===== src/rtl/bias_add_stage_pkg.sv =====
// Layer-common lane format: width, saturation limits and the W+1 -> W saturating narrow.
package bias_add_stage_pkg;

    localparam int LANE_W = 18;

    localparam logic [LANE_W-1:0] SAT_MAX = 18'h1FFFF;
    localparam logic [LANE_W-1:0] SAT_MIN = 18'h20000;

    typedef logic signed [LANE_W:0]   sum_t;
    typedef logic signed [LANE_W-1:0] lane_t;

    // The two top bits of a W+1-bit sum disagree only when it no longer fits in W bits.
    function automatic lane_t sat_w(input sum_t sum);
        lane_t res;
        if (!sum[LANE_W] && sum[LANE_W-1]) begin
            res = lane_t'(SAT_MAX);
        end else if (sum[LANE_W] && !sum[LANE_W-1]) begin
            res = lane_t'(SAT_MIN);
        end else begin
            res = sum[LANE_W-1:0];
        end
        return res;
    endfunction

endpackage


===== src/rtl/bias_lane_sat.sv =====
// One lane of the bias stage: add bias, then saturate and optional ReLU, as a two-register slice.
module bias_lane_sat
    import bias_add_stage_pkg::*;
(
    input  logic                     clk,
    input  logic                     rst,
    input  logic                     en,
    input  logic                     relu_en,
    input  logic signed [LANE_W-1:0] acc,
    input  logic signed [LANE_W-1:0] bias,
    output logic signed [LANE_W-1:0] out_lane
);

    logic signed [LANE_W:0]   r_sum_p1;
    logic signed [LANE_W-1:0] r_res_p2;
    logic signed [LANE_W-1:0] w_sat;

    // ReLU runs after saturation, so a negative-saturated lane still clamps to zero.
    function automatic lane_t relu(input lane_t x, input logic enable);
        lane_t res;
        res = (enable && x[LANE_W-1]) ? '0 : x;
        return res;
    endfunction

    assign w_sat = sat_w(r_sum_p1);

    // stage p1: full-precision sum
    always_ff @(posedge clk) begin
        if (en) begin
            r_sum_p1 <= {acc[LANE_W-1], acc} + {bias[LANE_W-1], bias};
        end
    end

    // stage p2: saturate + ReLU; cleared on reset so out_data reads 0 afterwards
    always_ff @(posedge clk) begin
        if (rst) begin
            r_res_p2 <= '0;
        end else if (en) begin
            r_res_p2 <= relu(w_sat, relu_en);
        end
    end

    assign out_lane = r_res_p2;

endmodule


===== src/rtl/bias_add_stage.sv =====
// Adds the per-group bias bank to each adder-tree lane, saturates, optional ReLU, and tracks
// which output-channel group is active so the layer top can select the matching bias bank.
module bias_add_stage
    import bias_add_stage_pkg::*;
#(
    parameter int N_adder_tree = 16,
    parameter int W            = LANE_W,
    parameter int PIX_PER_GRP  = 196,
    parameter int N_GRP        = 39,
    parameter int GRP_W        = 6
) (
    input  logic                      clk,
    input  logic                      rst,
    input  logic                      relu_en,
    input  logic                      in_valid,
    output logic                      in_ready,
    input  logic [N_adder_tree*W-1:0] acc_in,
    input  logic [N_adder_tree*W-1:0] bias_in,
    output logic [GRP_W-1:0]          grp_idx,
    output logic                      out_valid,
    input  logic                      out_ready,
    output logic [N_adder_tree*W-1:0] out_data,
    output logic                      grp_done
);

    localparam int CNT_W = (PIX_PER_GRP > 1) ? $clog2(PIX_PER_GRP) : 1;
    localparam logic [CNT_W-1:0] CNT_LAST = CNT_W'(PIX_PER_GRP - 1);
    localparam logic [GRP_W-1:0] GRP_LAST = GRP_W'(N_GRP - 1);

    logic             w_en;
    logic             w_xfer;
    logic             w_last_beat;
    logic             r_vld_p1;
    logic             r_vld_p2;
    logic [CNT_W-1:0] r_beat_cnt;
    logic [GRP_W-1:0] r_grp_idx;
    logic             r_grp_done;

    // The whole pipeline freezes only when a finished result is waiting on downstream.
    assign w_en        = !(r_vld_p2 && !out_ready);
    assign in_ready    = w_en;
    assign w_xfer      = in_valid && w_en;
    assign w_last_beat = (r_beat_cnt == CNT_LAST);

    genvar k;
    generate
        for (k = 0; k < N_adder_tree; k++) begin : g_lane
            bias_lane_sat u_lane (
                .clk      (clk),
                .rst      (rst),
                .en       (w_en),
                .relu_en  (relu_en),
                .acc      (acc_in[W*k +: W]),
                .bias     (bias_in[W*k +: W]),
                .out_lane (out_data[W*k +: W])
            );
        end
    endgenerate

    // stage p1/p2 valid bits; bubbles travel like data
    always_ff @(posedge clk) begin
        if (rst) begin
            r_vld_p1 <= 1'b0;
            r_vld_p2 <= 1'b0;
        end else if (w_en) begin
            r_vld_p1 <= in_valid;
            r_vld_p2 <= r_vld_p1;
        end
    end

    // group tracking: grp_idx moves the cycle after the last beat, so beat 1 of the
    // next group already sees the new bias bank on bias_in
    always_ff @(posedge clk) begin
        if (rst) begin
            r_beat_cnt <= '0;
            r_grp_idx  <= '0;
            r_grp_done <= 1'b0;
        end else begin
            r_grp_done <= w_xfer && w_last_beat;
            if (w_xfer) begin
                if (w_last_beat) begin
                    r_beat_cnt <= '0;
                    r_grp_idx  <= (r_grp_idx == GRP_LAST) ? '0 : r_grp_idx + 1'b1;
                end else begin
                    r_beat_cnt <= r_beat_cnt + 1'b1;
                end
            end
        end
    end

    assign out_valid = r_vld_p2;
    assign grp_idx   = r_grp_idx;
    assign grp_done  = r_grp_done;

endmodule


===== config.mk =====
export PLATFORM = sky130hd
export DESIGN_NAME = bias_add_stage
export DESIGN_NICKNAME = d
export VERILOG_FILES = /design/src/rtl/bias_add_stage_pkg.sv /design/src/rtl/bias_lane_sat.sv /design/src/rtl/bias_add_stage.sv
export SDC_FILE = /design/constraint.sdc
export NUM_CORES = 2
export LEC_CHECK = 0
export CORE_AREA = 4 4 337 339
export DETAILED_ROUTE_END_ITERATION = 8
export DIE_AREA = 0 0 341 343
export GPL_ROUTABILITY_DRIVEN = 1
export PLACE_DENSITY = 0.55
export SETUP_SLACK_MARGIN = 0.2
export SYNTH_ARGS = -nofsm -noshare
export SYNTH_HDL_FRONTEND = slang
export SYNTH_SLANG_ARGS = --single-unit

===== constraint.sdc =====
create_clock -name clk -period 15.6 [get_ports clk]
set_clock_uncertainty 0.2 [all_clocks]
set_input_delay 1.56 -clock clk [delete_from_list [all_inputs] [get_ports clk]]
set_output_delay 1.56 -clock clk [all_outputs]
set_load 0.01 [all_outputs]

==> insert_results.sql <==
INSERT INTO impl_metrics (metric_group, metric, value, unit) VALUES
('synth', 'synth_enable_flop_cells', '304', ''),
('timing', 'grt_setup_unrepaired', 'no', ''),
('clocking', 'cts_buffers', '73', ''),
('setup_path', 'critical_path_peak_fanout', '53', ''),
('floorplan', 'core_area', '110000', 'um^2'),
('global_routing', 'grt_max_degree', '132', ''),
('detailed_routing', 'pre_repair_dr_iteration_count', '7', ''),
('clocking', 'clock_tree_buffer_depth', '3', ''),
('hold_path', 'min_delay_path_depth', '2', ''),
('placement', 'place_ws', '10.67', 'ns'),
('floorplan', 'start_util', '29.7', '%'),
('timing', 'layout_min_cycle_time', '4.94', 'ns'),
('timing', 'hold_ws', '0.248', 'ns'),
('floorplan', 'io_pins', '878', ''),
('placement', 'numPlacedInstances', '5692', ''),
('synth', 'dominantRegCellSynth', 'sky130_fd_sc_hd__dfxtp_1', ''),
('timing', 'max_slew.worst_pin.slew', '1.24', 'ns'),
('placement', 'io_buffer_count', '877', ''),
('timing', 'fin_ws', '10.66', 'ns'),
('floorplan', 'dieArea', '117000', 'um^2'),
('pwr', 'vdd_ir_drop_max', '0.0000661', 'V'),
('clocking', 'clkSinkCount', '609', ''),
('global_routing', 'grt_pass1_wl', '182000', 'um'),
('pwr', 'p_leak', '17.6', 'nW'),
('setup_path', 'worstSetupStartpointType', 'input port', ''),
('setup_path', 'crit_required', '13.84', 'ns'),
('clocking', 'clock_insertion_delay_worst_skew', '0.64', 'ns'),
('global_routing', 'grtUsageTotal', '20.6', '%'),
('synth', 'yosysUniqueCellTypes', '75', ''),
('timing', 'final.period_utilization', '31.7', '%'),
('timing', 'relSlewSlack', '17.6', '%'),
('flow_run', 'maxCapViolCount', '0', ''),
('clocking', 'post_cts.repair.setup_buffers', '0', ''),
('floorplan', 'fp.dieW', '341', 'um'),
('detailed_routing', 'postRouteWirelength', '126000', 'um'),
('global_routing', 'first_global_vias', '28000', ''),
('clocking', 'cts_max_level', '3', ''),
('finish', 'drive_gt1_share', '4.33', '%'),
('global_routing', 'gr-total-overflow', '0', ''),
('pwr', 'post-layout-total-power', '0.00528', 'W'),
('synth', 'syn_nets', '4298', ''),
('timing', 'timing.final.max_slew_violations', '0', ''),
('clocking', 'cts_root_buffer', 'sky130_fd_sc_hd__clkbuf_16', ''),
('clocking', 'postCtsResizedCells', '0', ''),
('hold_path', 'worst_hold_path_type', 'flop to flop', ''),
('detailed_routing', 'wl_per_cell', '21.5', 'um'),
('synth', 'synthesis.instances', '3410', ''),
('outcome', 'outcome', 'completed', ''),
('finish', 'nets', '5167', ''),
('timing', 'fin_tns_setup', '0', 'ns'),
('setup_path', 'crit_path_end_kind', 'primary output', ''),
('floorplan', 'floorplan.die.height', '343', 'um'),
('timing', 'hold_viol_final', '0', ''),
('detailed_routing', 'dr.first_iter.drc_count', '1756', ''),
('global_routing', 'antenna_found_initial', '28', ''),
('synth', 'post_synth.cell_area_avg', '9.62', 'um^2'),
('synth', 'yosysSeqAreaShare', '46.4', '%'),
('clocking', 'worst_path_clk_slew', '0.05', 'ns'),
('synth', 'yosysWarningCount', '0', ''),
('timing', 'fmaxAchievable', '202', 'MHz'),
('setup_path', 'cp.arrival', '3.18', 'ns'),
('floorplan', 'placement_rows', '122', ''),
('pwr', 'power.density_cell_area', '115', 'nW/um^2'),
('timing', 'setup-violations-final', '0', ''),
('detailed_routing', 'vias', '28400', ''),
('setup_path', 'ff2ff_path_depth', '4', ''),
('synth', 'asyncSetResetFlopFracSynth', '0', '%'),
('setup_path', 'setup.worst_path.class', 'input port to primary output', ''),
('finish', 'syn_to_final_growth', '39.4', '%'),
('placement', 'globalplace.congestion', '0.901', ''),
('clocking', 'cts_hold_buffers', '0', ''),
('detailed_routing', 'final_antenna_net_count', '0', ''),
('clocking', 'cts_tree', 'yes', ''),
('synth', 'synth_area', '32800', 'um^2'),
('synth', 'synth-seq-cells', '609', ''),
('detailed_routing', 'post-route-drc-count', '0', ''),
('finish', 'final_cell_count_no_fill', '5846', ''),
('detailed_routing', 'viasPerCell', '4.86', ''),
('placement', 'dp.final_hpwl', '98900', 'um');
-- stage by stage --
stage,cell area (um^2),util (%)
3_5_place_dp,43300,39.2
4_1_cts,45700,41.4
2_1_floorplan,32800,-
3_3_place_gp,43300,39.2
6_report,45700,41.4
5_1_grt,45700,41.4
-- worst paths after layout --
path	start	end	slack, ns
worst max-delay path	out_ready	in_ready	10.66
worst min-delay path	g_lane[4].u_lane.out_lane[2]	g_lane[4].u_lane.out_lane[2]	0.25
worst max register to register	out_valid	g_lane[12].u_lane.r_sum_p1[0]	12.44
worst min register to register	g_lane[4].u_lane.out_lane[2]	g_lane[4].u_lane.out_lane[2]	0.25
-- metal layers --
layer,part of all wire (%),up-vias,track usage (%)
met1,40,13500,24.4
li1,-,14000,-
met4,2.5,12,6.01
met5,0.064,-,0
met3,7.7,160,6.22
met2,50,745,36.2
-- layout make-up --
| type | count | area, um^2 |
|---|---|---|
| Timing Repair Buffer | 905 | 9010 |
| Fill cell | 10900 | 64600 |
| Clock buffer | 99 | 2060 |
| Sequential cell | 609 | 15200 |
| Inverter | 134 | 510 |
| Clock inverter | 36 | 354 |
| Antenna cell | 19 | 47.5 |
| Tap cell | 1488 | 1860 |
| Multi-Input combinational cell | 2556 | 16700 |
-- cell families (layout without fill, tap and decap cells) --
logic type / after synthesis / count (layout) / synth area share [%]
flops: 609 / 609 / 46.4
xor+xnor: 245 / 245 / 6.54
compound gates: 1195 / 1195 / 21.0
other cells: 0 / 19 / 0
buf+inv: 245 / 1174 / 2.81
simple gates: 808 / 808 / 11.1
fa+ha+maj: 307 / 307 / 12.1
mux: 1 / 1 / 0.0305
-- registers in the layout, summed over array words and instances (netlist names) --
register and flops:
g_lane.u_lane.r_sum_p1 304, g_lane.u_lane.out_lane 288, r_beat_cnt 8, grp_idx 6, grp_done 1, out_valid 1, r_vld_p1 1
-- placed cells by master (no fill, tap or decap), types with 16 or more instances in the layout --
cell / Yosys / layout
sky130_fd_sc_hd__clkdlybuf4s50_1: 0 / 875
sky130_fd_sc_hd__a21oi_1: 498 / 497
sky130_fd_sc_hd__o21ai_0: 381 / 381
sky130_fd_sc_hd__nand2_1: 379 / 379
sky130_fd_sc_hd__dfxtp_1: 305 / 305
sky130_fd_sc_hd__edfxtp_1: 304 / 304
sky130_fd_sc_hd__ha_1: 291 / 291
sky130_fd_sc_hd__nor2_1: 169 / 169
sky130_fd_sc_hd__xnor2_1: 167 / 167
sky130_fd_sc_hd__inv_1: 133 / 133
sky130_fd_sc_hd__a21o_1: 90 / 90
sky130_fd_sc_hd__xor2_1: 78 / 78
sky130_fd_sc_hd__clkbuf_16: 0 / 74
sky130_fd_sc_hd__nand2b_1: 52 / 52
sky130_fd_sc_hd__nor2b_1: 52 / 50
sky130_fd_sc_hd__nand3_1: 47 / 47
sky130_fd_sc_hd__o21a_1: 46 / 46
sky130_fd_sc_hd__nor3_1: 26 / 26
sky130_fd_sc_hd__buf_4: 0 / 26
sky130_fd_sc_hd__o21bai_1: 24 / 24
sky130_fd_sc_hd__a31oi_1: 21 / 21
sky130_fd_sc_hd__nand3b_1: 20 / 20
sky130_fd_sc_hd__diode_2: 0 / 19
sky130_fd_sc_hd__clkinv_2: 0 / 17
sky130_fd_sc_hd__a211oi_1: 16 / 16
sky130_fd_sc_hd__fa_1: 16 / 16
-- cells in the mapped netlist, types with 4 or more instances --
library cell                  n  area (um^2)
sky130_fd_sc_hd__a21oi_1    498         2490
sky130_fd_sc_hd__o21ai_0    381         1910
sky130_fd_sc_hd__nand2_1    379         1420
sky130_fd_sc_hd__dfxtp_1    305         6110
sky130_fd_sc_hd__edfxtp_1   304         9130
sky130_fd_sc_hd__ha_1       291         3640
sky130_fd_sc_hd__nor2_1     169          634
sky130_fd_sc_hd__xnor2_1    167         1460
sky130_fd_sc_hd__inv_1      133          499
sky130_fd_sc_hd__clkbuf_1   106          398
sky130_fd_sc_hd__a21o_1      90          676
sky130_fd_sc_hd__xor2_1      78          683
sky130_fd_sc_hd__nand2b_1    52          325
sky130_fd_sc_hd__nor2b_1     52          325
sky130_fd_sc_hd__nand3_1     47          235
sky130_fd_sc_hd__o21a_1      46          345
sky130_fd_sc_hd__nor3_1      26          130
sky130_fd_sc_hd__o21bai_1    24          180
sky130_fd_sc_hd__a31oi_1     21          131
sky130_fd_sc_hd__nand3b_1    20          150
sky130_fd_sc_hd__a211oi_1    16          120
sky130_fd_sc_hd__fa_1        16          320
sky130_fd_sc_hd__o22ai_1     13         81.3
sky130_fd_sc_hd__and2_1      12         75.1
sky130_fd_sc_hd__nand4_1     12         75.1
sky130_fd_sc_hd__o211ai_1    10         75.1
sky130_fd_sc_hd__a21boi_0     9         67.6
sky130_fd_sc_hd__a31o_2       9         78.8
sky130_fd_sc_hd__and3_1       9         56.3
sky130_fd_sc_hd__o21ai_1      9         45.0
sky130_fd_sc_hd__or2_2        8         50.1
sky130_fd_sc_hd__a41oi_1      6         52.6
sky130_fd_sc_hd__or3_1        6         37.5
sky130_fd_sc_hd__a2111oi_0    5         43.8
sky130_fd_sc_hd__a211o_1      5         43.8
sky130_fd_sc_hd__a21boi_1     4         30.0
sky130_fd_sc_hd__a221o_1      4         40.0
sky130_fd_sc_hd__o31a_1       4         35.0
-- report_power, final --
part	leakage (nW)	switching [W]	internal, W
logic	10.7	0.000738	0.000683
registers	5.72	0.000121	0.00202
clock network	1.19	0.000709	0.00101
total	17.6	0.00157	0.00371
-- critical path, cell delays in order --
cell                              delay [ns]
sky130_fd_sc_hd__clkdlybuf4s50_1        0.51
sky130_fd_sc_hd__nor2b_4                0.07
sky130_fd_sc_hd__inv_8                  0.28
sky130_fd_sc_hd__clkdlybuf4s50_1        0.65
Power figures use the tool's default switching activity.
